`src/rtl/crypt_pkg.sv`:
```
// Shared widths, packet layout, mask function and LFSR taps for the function-1 cipher pair.
// encrypt_function_1 and decrypt_function_1 both import this package.
package crypt_pkg;

  localparam int unsigned PT_W  = 60;
  localparam int unsigned KEY_W = 11;
  localparam int unsigned CT_W  = 61;
  localparam int unsigned TAG_W = 6;
  localparam int unsigned PKT_W = 78;

  // Fibonacci taps: feedback bit = s[LFSR_TAP_HI] ^ s[LFSR_TAP_LO]
  localparam int unsigned LFSR_TAP_HI = 10;
  localparam int unsigned LFSR_TAP_LO = 8;

  typedef struct packed {
    logic [PT_W-1:0]  x;
    logic [KEY_W-1:0] key;
  } s1_t;

  typedef struct packed {
    logic [CT_W-1:0]  y;
    logic [KEY_W-1:0] key;
    logic [TAG_W-1:0] func_id;
  } pkt_t;

  // 60-bit mask built from the 11-bit key, low segment first.
  function automatic logic [PT_W-1:0] mask_f1(input logic [KEY_W-1:0] r);
    return {r[4:0], ~r, r, ~r, ~r, r};
  endfunction

  function automatic logic [KEY_W-1:0] lfsr_step(input logic [KEY_W-1:0] s);
    return {s[KEY_W-2:0], s[LFSR_TAP_HI] ^ s[LFSR_TAP_LO]};
  endfunction

endpackage

```
`src/rtl/lfsr11.sv`:
```
// 11-bit maximal-length Fibonacci LFSR with synchronous reset and optional load.
// Priority: Rst > load > adv; a zero state or zero load value falls back to SEED.
module lfsr11
  import crypt_pkg::*;
#(
  parameter logic [KEY_W-1:0] SEED = 11'h001
) (
  input  logic             Clk,
  input  logic             Rst,
  input  logic             adv,
  input  logic             load,
  input  logic [KEY_W-1:0] load_val,
  output logic [KEY_W-1:0] state
);

  logic [KEY_W-1:0] state_q, state_d;

  always_comb begin
    state_d = state_q;
    if (load) begin
      state_d = (load_val == '0) ? SEED : load_val;
    end else if (state_q == '0) begin
      // All-zero is a lock-up state; recover regardless of adv.
      state_d = SEED;
    end else if (adv) begin
      state_d = lfsr_step(state_q);
    end
  end

  always_ff @(posedge Clk) begin
    if (Rst) begin
      state_q <= SEED;
    end else begin
      state_q <= state_d;
    end
  end

  assign state = state_q;

endmodule

```
`src/rtl/encrypt_function_1.sv`:
```
// Two-stage valid/ready encryption pipeline: y = x + mask_f1(key), packet {y, key, FUNC_ID}.
// Optional ENC1_SEED_LOAD_EN adds seed_load/seed_value for reloading the key LFSR.
module encrypt_function_1
  import crypt_pkg::*;
#(
  parameter logic [KEY_W-1:0] SEED    = 11'h001,
  parameter logic [TAG_W-1:0] FUNC_ID = 6'd1
) (
  input  logic             Clk,
  input  logic             Rst,
`ifdef ENC1_SEED_LOAD_EN
  input  logic             seed_load,
  input  logic [KEY_W-1:0] seed_value,
`endif
  input  logic             in_valid,
  output logic             in_ready,
  input  logic [PT_W-1:0]  in_data,
  output logic             out_valid,
  input  logic             out_ready,
  output logic [PKT_W-1:0] out_data
);

  logic             s1_valid_q, s1_valid_d;
  s1_t              s1_q, s1_d;
  logic             out_valid_q, out_valid_d;
  pkt_t             pkt_q, pkt_d;
  logic             s1_adv, s2_adv, accept;
  logic [KEY_W-1:0] key;
  logic             lfsr_load;
  logic [KEY_W-1:0] lfsr_load_val;
  logic [CT_W-1:0]  y;

`ifdef ENC1_SEED_LOAD_EN
  assign lfsr_load     = seed_load;
  assign lfsr_load_val = seed_value;
`else
  assign lfsr_load     = 1'b0;
  assign lfsr_load_val = SEED;
`endif

  assign s2_adv   = !out_valid_q || out_ready;
  assign s1_adv   = !s1_valid_q || s2_adv;
  assign in_ready = s1_adv;
  assign accept   = in_valid && s1_adv;

  // Key for an accepted beat is the pre-advance (and pre-load) state.
  lfsr11 #(
    .SEED(SEED)
  ) u_lfsr (
    .Clk     (Clk),
    .Rst     (Rst),
    .adv     (accept),
    .load    (lfsr_load),
    .load_val(lfsr_load_val),
    .state   (key)
  );

  // 61-bit sum keeps the carry so the decoder can subtract exactly.
  assign y = {1'b0, s1_q.x} + {1'b0, mask_f1(s1_q.key)};

  always_comb begin
    s1_valid_d  = s1_valid_q;
    s1_d        = s1_q;
    out_valid_d = out_valid_q;
    pkt_d       = pkt_q;
    if (s1_adv) begin
      s1_valid_d = in_valid;
      if (accept) begin
        s1_d.x   = in_data;
        s1_d.key = key;
      end
    end
    if (s2_adv) begin
      out_valid_d = s1_valid_q;
      if (s1_valid_q) begin
        pkt_d.y       = y;
        pkt_d.key     = s1_q.key;
        pkt_d.func_id = FUNC_ID;
      end
    end
  end

  always_ff @(posedge Clk) begin
    if (Rst) begin
      s1_valid_q  <= 1'b0;
      s1_q        <= '0;
      out_valid_q <= 1'b0;
      pkt_q       <= '0;
    end else begin
      s1_valid_q  <= s1_valid_d;
      s1_q        <= s1_d;
      out_valid_q <= out_valid_d;
      pkt_q       <= pkt_d;
    end
  end

  assign out_valid = out_valid_q;
  assign out_data  = pkt_q;

endmodule

```
`config.mk`:
```
export PLATFORM = sky130hd
export DESIGN_NAME = encrypt_function_1
export DESIGN_NICKNAME = d
export VERILOG_FILES = /design/src/rtl/crypt_pkg.sv /design/src/rtl/lfsr11.sv /design/src/rtl/encrypt_function_1.sv
export SDC_FILE = /design/constraint.sdc
export NUM_CORES = 1
export LEC_CHECK = 0
export BUFFER_PORTS_ARGS = -buffer_cell sky130_fd_sc_hd__buf_2
export CAP_MARGIN = 20
export CORE_ASPECT_RATIO = 1.5
export CORE_UTILIZATION = 57
export DETAILED_ROUTE_END_ITERATION = 10
export GPL_ROUTABILITY_DRIVEN = 0
export HOLD_SLACK_MARGIN = 0.15
export PLACE_DENSITY = 0.86
export SYNTH_ARGS = -nofsm -noshare
export SYNTH_HDL_FRONTEND = slang
export SYNTH_SLANG_ARGS = --single-unit
```
`constraint.sdc`:
```
create_clock -name Clk -period 3 [get_ports Clk]
set_input_delay 0.45 -clock Clk [delete_from_list [all_inputs] [get_ports Clk]]
set_output_delay 0.45 -clock Clk [all_outputs]
set_load 0.02 [all_outputs]
```
Word-level counts from Yosys, hierarchy flattened
Index checks and enable logic that the tools add are counted.
- bitwise operators: 2
- reduce and logical (&&, ||, !) cells: 9
- add/subtract/negate cells: 1
- operator list (operator ; count):
    60-bit by 60-bit adder with 61-bit output ; 1
    11-bit logical NOT ; 1
    11-bit inverter ; 1
    2-bit AND reduction ; 2
    1-bit logical NOT ; 2
    1-bit logical OR ; 2
    2-bit OR reduction ; 1
    1-bit logical AND ; 1
    1-bit bitwise XOR ; 1
- register bits: 157
- output and inout bits: 80

Depth between registers and ports, before layout
Gate-level depths: netlist of the first run.
- depth in word-level cells: 5
- mapped depth: 12
- depth with buffers taken out: 11

Modules after synthesis
Synthesis of the first run repeated with hierarchy kept, for this count alone.
- cells, all modules: 1230
- area, all modules: 9218.8 um2
- by module, submodules not included (module ; cells each ; area an instance (um2) ; instances ; seq. area each (um2)):
    encrypt_function_1 ; 1163 ; 8604.5 ; 1 ; 2922.8
    lfsr11 ; 67 ; 614.3 ; 1 ; 220.2

Least setup slack after synthesis of the first run
Ideal clock, no wire load.
- kind: register to register
- start point: register s1_q[1] (netlist bit)
- end point: register pkt_q (netlist bit out_data[75])
- arrival time: 2.739 ns
- setup slack: 0.182 ns
- data required time: 2.921 ns
- library setup time: 0.079 ns
- period minus slack after synthesis: 2.818 ns
- buffers on the path: 0
- stages on the path, launching flop included: 12
- cells stage by stage: dfxtp_1 > inv_1 > ha_1 > and4_4 > and2_2 > a221oi_2 > nand3_2 > o2111ai_4 > a21oi_4 > a31o_2 > a311o_1 > o211ai_1
- word-level cells in the longest chain between the ends: 2
- RTL lines (what ; RTL line ; source):
    from (decl) ; encrypt_function_1.sv:24 ; s1_t s1_q, s1_d;
    from (signal assigned) ; encrypt_function_1.sv:86 ; s1_q <= '0;
    from (signal assigned) ; encrypt_function_1.sv:91 ; s1_q <= s1_d;
    11-bit inverter ; crypt_pkg.sv:28 ; return {r[4:0], ~r, r, ~r, ~r, r};
    60-bit by 60-bit adder with 61-bit output * ; encrypt_function_1.sv:59 ; assign y = {1'b0, s1_q.x} + {1'b0, mask_f1(s1_q.key)};
    to (signal assigned) ; encrypt_function_1.sv:93 ; pkt_q <= pkt_d;
    to (decl) ; encrypt_function_1.sv:26 ; pkt_t pkt_q, pkt_d;
Every way passes the cells marked *; elsewhere a longest branch is shown, timed or not.
A chain may end at the register's enable or synchronous reset.

Final worst setup path of the first run
- start point: register s1_q[0] (netlist bit)
- end point: register pkt_q (netlist bit out_data[63])
The elaborated chain is that of the path after synthesis.

==> results of run 1 <==
-- what timing repair did --
| item | 4_1_cts | 5_1_grt |
|---|---|---|
| setup buffers | 2 | 5 |
| hold buffers | 0 | 0 |
| gates resized for setup | 9 | 61 |
| pin swaps | 1 | 10 |
| setup endpoints to repair | 15 | 27 |
| endpoints found under the hold margin | 0 | 0 |
-- tightest hold or removal path, delay by kind of cell --
| kind | cells | cell delay, ns |
|---|---|---|
| AND/OR/NAND/NOR | 1 | 0.05 |
| AO/OA/AOI/OAI | 1 | 0.05 |
| buffers and inverters | 1 | 0.09 |
-- cell usage in the layout (no fill, tap or decap), types with 8 or more instances in the layout --
master,instances
ha_4,9
a21oi_1,196
nand2_1,304
xnor2_1,23
a21o_1,24
buf_2,137
nor3_1,14
buf_4,53
nand4_1,18
ha_1,40
xor2_1,17
a31oi_1,9
o21ai_1,8
clkbuf_16,17
nand3_1,35
dfxtp_1,150
ha_2,11
nor2_1,42
o21bai_1,10
o21ai_0,39
inv_1,18
-- where the power goes --
part	internal [W]	switching (W)	leakage, nW
combinational	0.000490	0.000761	3.16
clock	0.00112	0.00103	0.294
sequential	0.00219	0.0000795	1.29
total	0.00380	0.00187	4.74
-- per-stage QoR --
stage | total power (W) | cell area (sq um)
finish | 0.005674 | 10910
global route | 0.005884 | 10910
CTS | 0.005590 | 10590
detailed placement | 0.003448 | 9942
global placement | 0.003425 | 9942
floorplan | 0.003095 | 8929
-- layout make-up --
class	count	area (sq um)	area share
clock buffer	17	425.4	0.03900
clock inverter	15	175.2	0.01606
inverter	25	93.84	0.008604
multi-input combinational	934	5660	0.5190
sequential	157	3159	0.2897
tap	199	249.0	0.02283
timing repair buffer	193	1144	0.1049
-- registers in the layout (all words and copies together), names as in the netlist --
signal        count
out_valid         1
out_data         73
s1_valid_q        1
s1_q             71
u_lfsr.state     11
-- worst paths after layout --
path,to,cells past startpoint,start
worst max register to register,out_data[63],11,s1_q[0]
worst min register to register,out_data[60],2,out_data[60]
worst max-delay path,out_data[63],11,s1_q[0]
worst min-delay path,s1_q[46],3,in_data[35]
-- logic make-up after synthesis --
logic type	after synthesis	share of synthesized area
and+or+nand+nor	468	0.2282
AOI/OAI and AO/OA	358	0.2444
DFF	157	0.3526
buffers and inverters	95	0.04646
adders and majority gates	61	0.08647
xor gates and xnor gates	41	0.04029
other	1	0.0004207
muxes	1	0.001123
-- routing by layer --
metal  routed length, um  track usage  up-vias
met3                2548      0.06703      191
li1                    -            -     4436
met2               13790       0.5902      600
met5                   0            0        -
met1               10170       0.3877     4394
met4                2393       0.2844        0
==> run_results.csv, run 1 <==
group,metric,value,unit
finish,final_nets,1453,
clock_tree,tritoncts,"yes",
yosys,synth_flop_cell,"dfxtp_1",
status,status,"finished clean",
yosys,yosysSeqAreaShare,0.3526,
drt,post_drt_wl_per_cell,18.76,um
yosys,synth.most_common_cell,"nand2_1",
clock_tree,numCtsBuffers,17,
sta,slew_headroom,0.4532,
clock_tree,htree_num_levels,4,
critical_path,crit_chain,"ha_1 -> fa_1 -> a21oi_2 -> nand4b_1 -> a2111o_1 -> nand3_2 -> o2111ai_4 -> a21oi_4 -> o41ai_4 -> or4_1 -> nand3_1",
critical_path,cp-end-kind,"flip-flop",
drt,routed_wl,28900,um
yosys,synth_cells,1182,
sta,timing.final.crit_share,0.9885,
yosys,yosysTopAreaCellShare,0.3526,
global_route,grt_pass1_wl,44530,um
die,num_rows,55,
global_route,antenna_found_initial,0,
sta,hold_slack,0.2346,ns
die,initial_core_util,0.5861,
sta,finalWorstSetupSlack,0.03454,ns
global_route,grt_max_degree,82,
yosys,synth_edf_count,0,
sta,fin_crit,2.965,ns
drt,drcViolationCount,0,
sta,tightest_slew,0.8201,ns
clock_tree,cts_sinks,157,
critical_path,worstPathMaxFanout,7,
die,num_io_pins,144,
critical_path,path_delay_family,"compound AO/OA/AOI/OAI gates",
clock_tree,root_buffer,"clkbuf_16",
sta,fmax,0.3372,GHz
finish,antenna_cells,0,
drt,dr.pass1.iters,6,
critical_path,slowest_stage,"a2111o_1",
critical_path,worstPathRequired,3.39,ns
yosys,ys_top_cells_by_area,"dfxtp_1 35%, nand2_1 13%, a21oi_1 11%",
min_path,hold_path_class,"in -> reg",
sta,finalClockSkew,0.01253,ns
critical_path,critPathArrivalTime,3.35,ns
sta,hold_violations,0,
yosys,avgSynthCellArea,7.541,sq um
yosys,synthArstFlopShare,0,
clock_tree,clk_latency,0.45,ns
sta,setup-tns-final,0,ns
die,core_area,15210,sq um
clock_tree,clkTransAtPathRegs,0.08,ns
sta,drv_slew,0,
placed_design,preCtsSetupSlack,-0.1145,ns
global_route,first_global_vias,9167,
placed_design,port_buffers,138,
drt,vias_per_cell,6.247,
die,die_h,155.2,um
drt,drtIter0Drc,928,
die,die_area,16150,sq um
yosys,ys_warn_count,0,
clock_tree,cts_buffer_depth,2,
finish,instances_no_fill,1540,
pwr,ir_worst_vdd,0.0004361,V
critical_path,cp_num_buf_inv,0,
finish,post-route-util,0.7172,
pwr,power.leakage,4.743,nW
die,die_w,104.1,um
yosys,synth-seq-cells,157,
global_route,track_usage,0.3513,
sta,rsz0062_at_grt,"yes",
global_route,grt_remaining_overflow,0,
critical_path,worstSetupPathType,"reg -> reg",
critical_path,slowest_delay,0.44,ns
yosys,yosysUniqueCellTypes,76,
placed_design,hpwl,20190,um
finish,area_delta_synth_final,22.36,%
drt,antenna_left,0,
critical_path,start_kind,"flip-flop",
pwr,powerDensity,520.2,nW/um^2
critical_path,r2r_setup_slack,0.03,ns
finish,drive_gt1_frac,0.2267,
yosys,netlist_top_cells_count,"305 x nand2_1, 202 x a21oi_1, 157 x dfxtp_1, 60 x ha_1, 48 x clkbuf_1",
placed_design,placed_cells,1500,
finish,fill_cells,1146,
sta,setup_viol,0,
yosys,syn-cell-area,8914,sq um
drt,vias,9621,
run,drv_cap,0,
yosys,yosys.area.top_type,"dfxtp_1",
No activity file was read; power rests on OpenSTA's default activity.
==> run 2, diff against run 1 <==
CELL_PAD_IN_SITES_DETAIL_PLACEMENT = 1   (was not set)
CELL_PAD_IN_SITES_GLOBAL_PLACEMENT = 1   (was not set)
CORE_ASPECT_RATIO = not set   (was 1.5)
CORE_UTILIZATION = 42   (was 57)
PLACE_DENSITY = 0.87   (was 0.86)
REMOVE_ABC_BUFFERS = 1   (was not set)
==> run 2 against run 1 <==
  * The run now ends with negative setup slack left
  * Clock skew is 0.0075 ns higher
  * Non-clock buffer count is 37 higher
  * Global-route usage fell by 4.2 points
  * First-iteration DRC count shrank 7.8%
  * Worst setup slack worse by 0.36 ns
  * Maximum frequency fell by 11%
  * Routed wire length rose by 28%
  * Critical path depth increased by 2
  * Register-to-register slack lost 0.36 ns
  * Clock-buffer cell count is 1 higher
  * Largest cell class unchanged
  * Largest power group is now clock
==> run_results.csv, run 2 (synthesized netlist as in run 1, its figures left out) <==
group,metric,value,unit
pwr,p_sw_frac,0.3317,
finish,design_area,11360,sq um
pwr,powerDensity,524.0,nW/um^2
sta,finalClockSkew,0.02004,ns
global_route,track_usage,0.3089,
finish,largest_reg_flops,73,
clock_tree,cts_buffer_depth,2,
run,drv_cap,0,
drt,routed_wl,37010,um
die,num_rows,52,
clock_tree,htree_num_levels,4,
critical_path,r2r_setup_slack,-0.33,ns
sta,setup-tns-final,-3.267,ns
pwr,power.leakage,4.916,nW
placed_design,hpwl,23640,um
critical_path,worstPathRequired,3.34,ns
die,die_w,147.7,um
global_route,grt_max_degree,84,
global_route,grt_pass1_wl,52450,um
placed_design,placed_cell_area,10370,sq um
drt,drcViolationCount,0,
critical_path,r2r-end,"out_data[70]",
drt,antenna_left,0,
finish,final_common_cell,"nand2_1",
sta,slew_headroom,0.4072,
critical_path,worstSetupPathType,"reg -> reg",
drt,drtIter0Drc,856,
critical_path,critPathCapture,"out_data[70]",
sta,setup_viol,24,
clock_tree,clkTransAtPathRegs,0.07,ns
pwr,power_frac_clock,0.383,
critical_path,crit_start,"s1_q[2]",
die,die_area,21810,sq um
pwr,p_seq_frac,0.382,
critical_path,worstReg2RegStart,"s1_q[2]",
die,core_area,20490,sq um
die,die_h,147.7,um
finish,layout_common_cells,"303 x nand2_1, 188 x a21oi_1, 152 x dfxtp_1, 137 x buf_2, 88 x buf_4",
sta,timing.final.crit_share,1.110,
clock_tree,tritoncts,"yes",
sta,fin_crit,3.329,ns
global_route,grt_remaining_overflow,0,
sta,drv_slew,0,
die,initial_core_util,0.4349,
pwr,combinationalPowerShare,0.235,
finish,final_nets,1490,
finish,fill_cells,2559,
pwr,ir_worst_vdd,0.0003494,V
sta,finalWorstSetupSlack,-0.3292,ns
min_path,hold_path_class,"in -> reg",
clock_tree,ctsHoldBuffers,0,
drt,vias,10033,
sta,tightest_slew,0.8892,ns
clock_tree,numCtsBuffers,17,
drt,dr.pass1.iters,5,
clock_tree,cts_sinks,157,
drt,vias_per_cell,6.088,
global_route,antenna_found_initial,0,
placed_design,port_buffers,138,
global_route,first_global_vias,9917,
critical_path,worstPathMaxFanout,7,
finish,drive_gt1_frac,0.2525,
clock_tree,root_buffer,"clkbuf_16",
pwr,internal_power,0.003977,W
sta,hold_violations,0,
sta,fmax,0.3004,GHz
pwr,power.switching,0.001974,W
status,status,"complete, but fails checks",
finish,area_delta_synth_final,27.40,%
finish,antenna_cells,0,
die,num_io_pins,144,
status,violations,"negative setup slack",
critical_path,r2r_cells,13,
critical_path,start_kind,"flip-flop",
drt,post_drt_wl_per_cell,22.46,um
critical_path,cp-end-kind,"flip-flop",
critical_path,critPathArrivalTime,3.67,ns
clock_tree,clk_latency,0.46,ns
## run 2: per-layer routing
metal | vias up | track usage | routed length (um)
li1 | 4502 | - | -
met1 | 4856 | 0.3599 | 14190
met3 | 183 | 0.05432 | 2594
met2 | 492 | 0.5351 | 17880
met4 | 0 | 0.1732 | 2348
met5 | - | 0 | 0
## run 2: worst min-delay path by stage
stage / startpoint / endpoint / cells past startpoint
after detailed placement: out_data[39] / out_data[39] / 2
after floorplan: s1_q[11] / s1_q[11] / 2
after CTS: in_data[54] / s1_q[65] / 3
final: in_data[38] / s1_q[49] / 3
after global routing: in_data[38] / s1_q[49] / 3
after global placement: out_data[41] / out_data[41] / 2
## run 2: repair_timing
item | in CTS | in global routing
hold endpoints to repair | 0 | 0
setup endpoints to repair | 21 | 31
buffers inserted | 1 | 4
resized for setup | 16 | 70
pin swaps | 3 | 11
## run 2: final cells by class
type	count	area [sq um]	share of cell area
clock buffer	18	429.2	0.03779
multi-input combinational	934	5737	0.5052
timing repair buffer	230	1446	0.1274
inverter	25	93.84	0.008264
clock inverter	14	160.2	0.01410
tap	270	337.8	0.02975
sequential	157	3152	0.2775
## run 2: metrics by stage
| stage | power [W] | utilization | hold WS [ns] | cells | worst slack (ns) |
|---|---|---|---|---|---|
| after CTS | 0.005806 | 0.5381 | 0.2209 | 1644 | -0.003640 |
| after detailed placement | 0.003537 | 0.5059 | 0.4439 | 1611 | -0.2404 |
| after global placement | 0.003500 | 0.5059 | 0.4391 | 1611 | -0.1876 |
| final | 0.005951 | 0.5541 | 0.2208 | 1648 | -0.3292 |
| after floorplan | 0.003048 | - | 0.4340 | 1116 | -0.9348 |
| after global routing | 0.006146 | 0.5541 | 0.2316 | 1648 | -0.3337 |
## run 2: worst max-delay path: stages, from the launching register on
cell      delay (ns)
dfxtp_2         0.35
inv_1           0.11
buf_4           0.17
ha_2            0.39
nand4_1         0.21
buf_4           0.21
o41ai_2         0.59
buf_4           0.25
o21ai_4         0.07
a211oi_2        0.21
buf_4           0.19
a31oi_1         0.11
xnor2_1         0.27
o21ai_1         0.09
## run 2: power by group through the flow
stage | sequential [W] | clock (W) | combinational [W]
final | 0.00227 | 0.00228 | 0.00140
after global routing | 0.00228 | 0.00238 | 0.00149
after CTS | 0.00227 | 0.00228 | 0.00126
after detailed placement | 0.00231 | 0 | 0.00122
after global placement | 0.00231 | 0 | 0.00119
after floorplan | 0.00236 | 0 | 0.000692
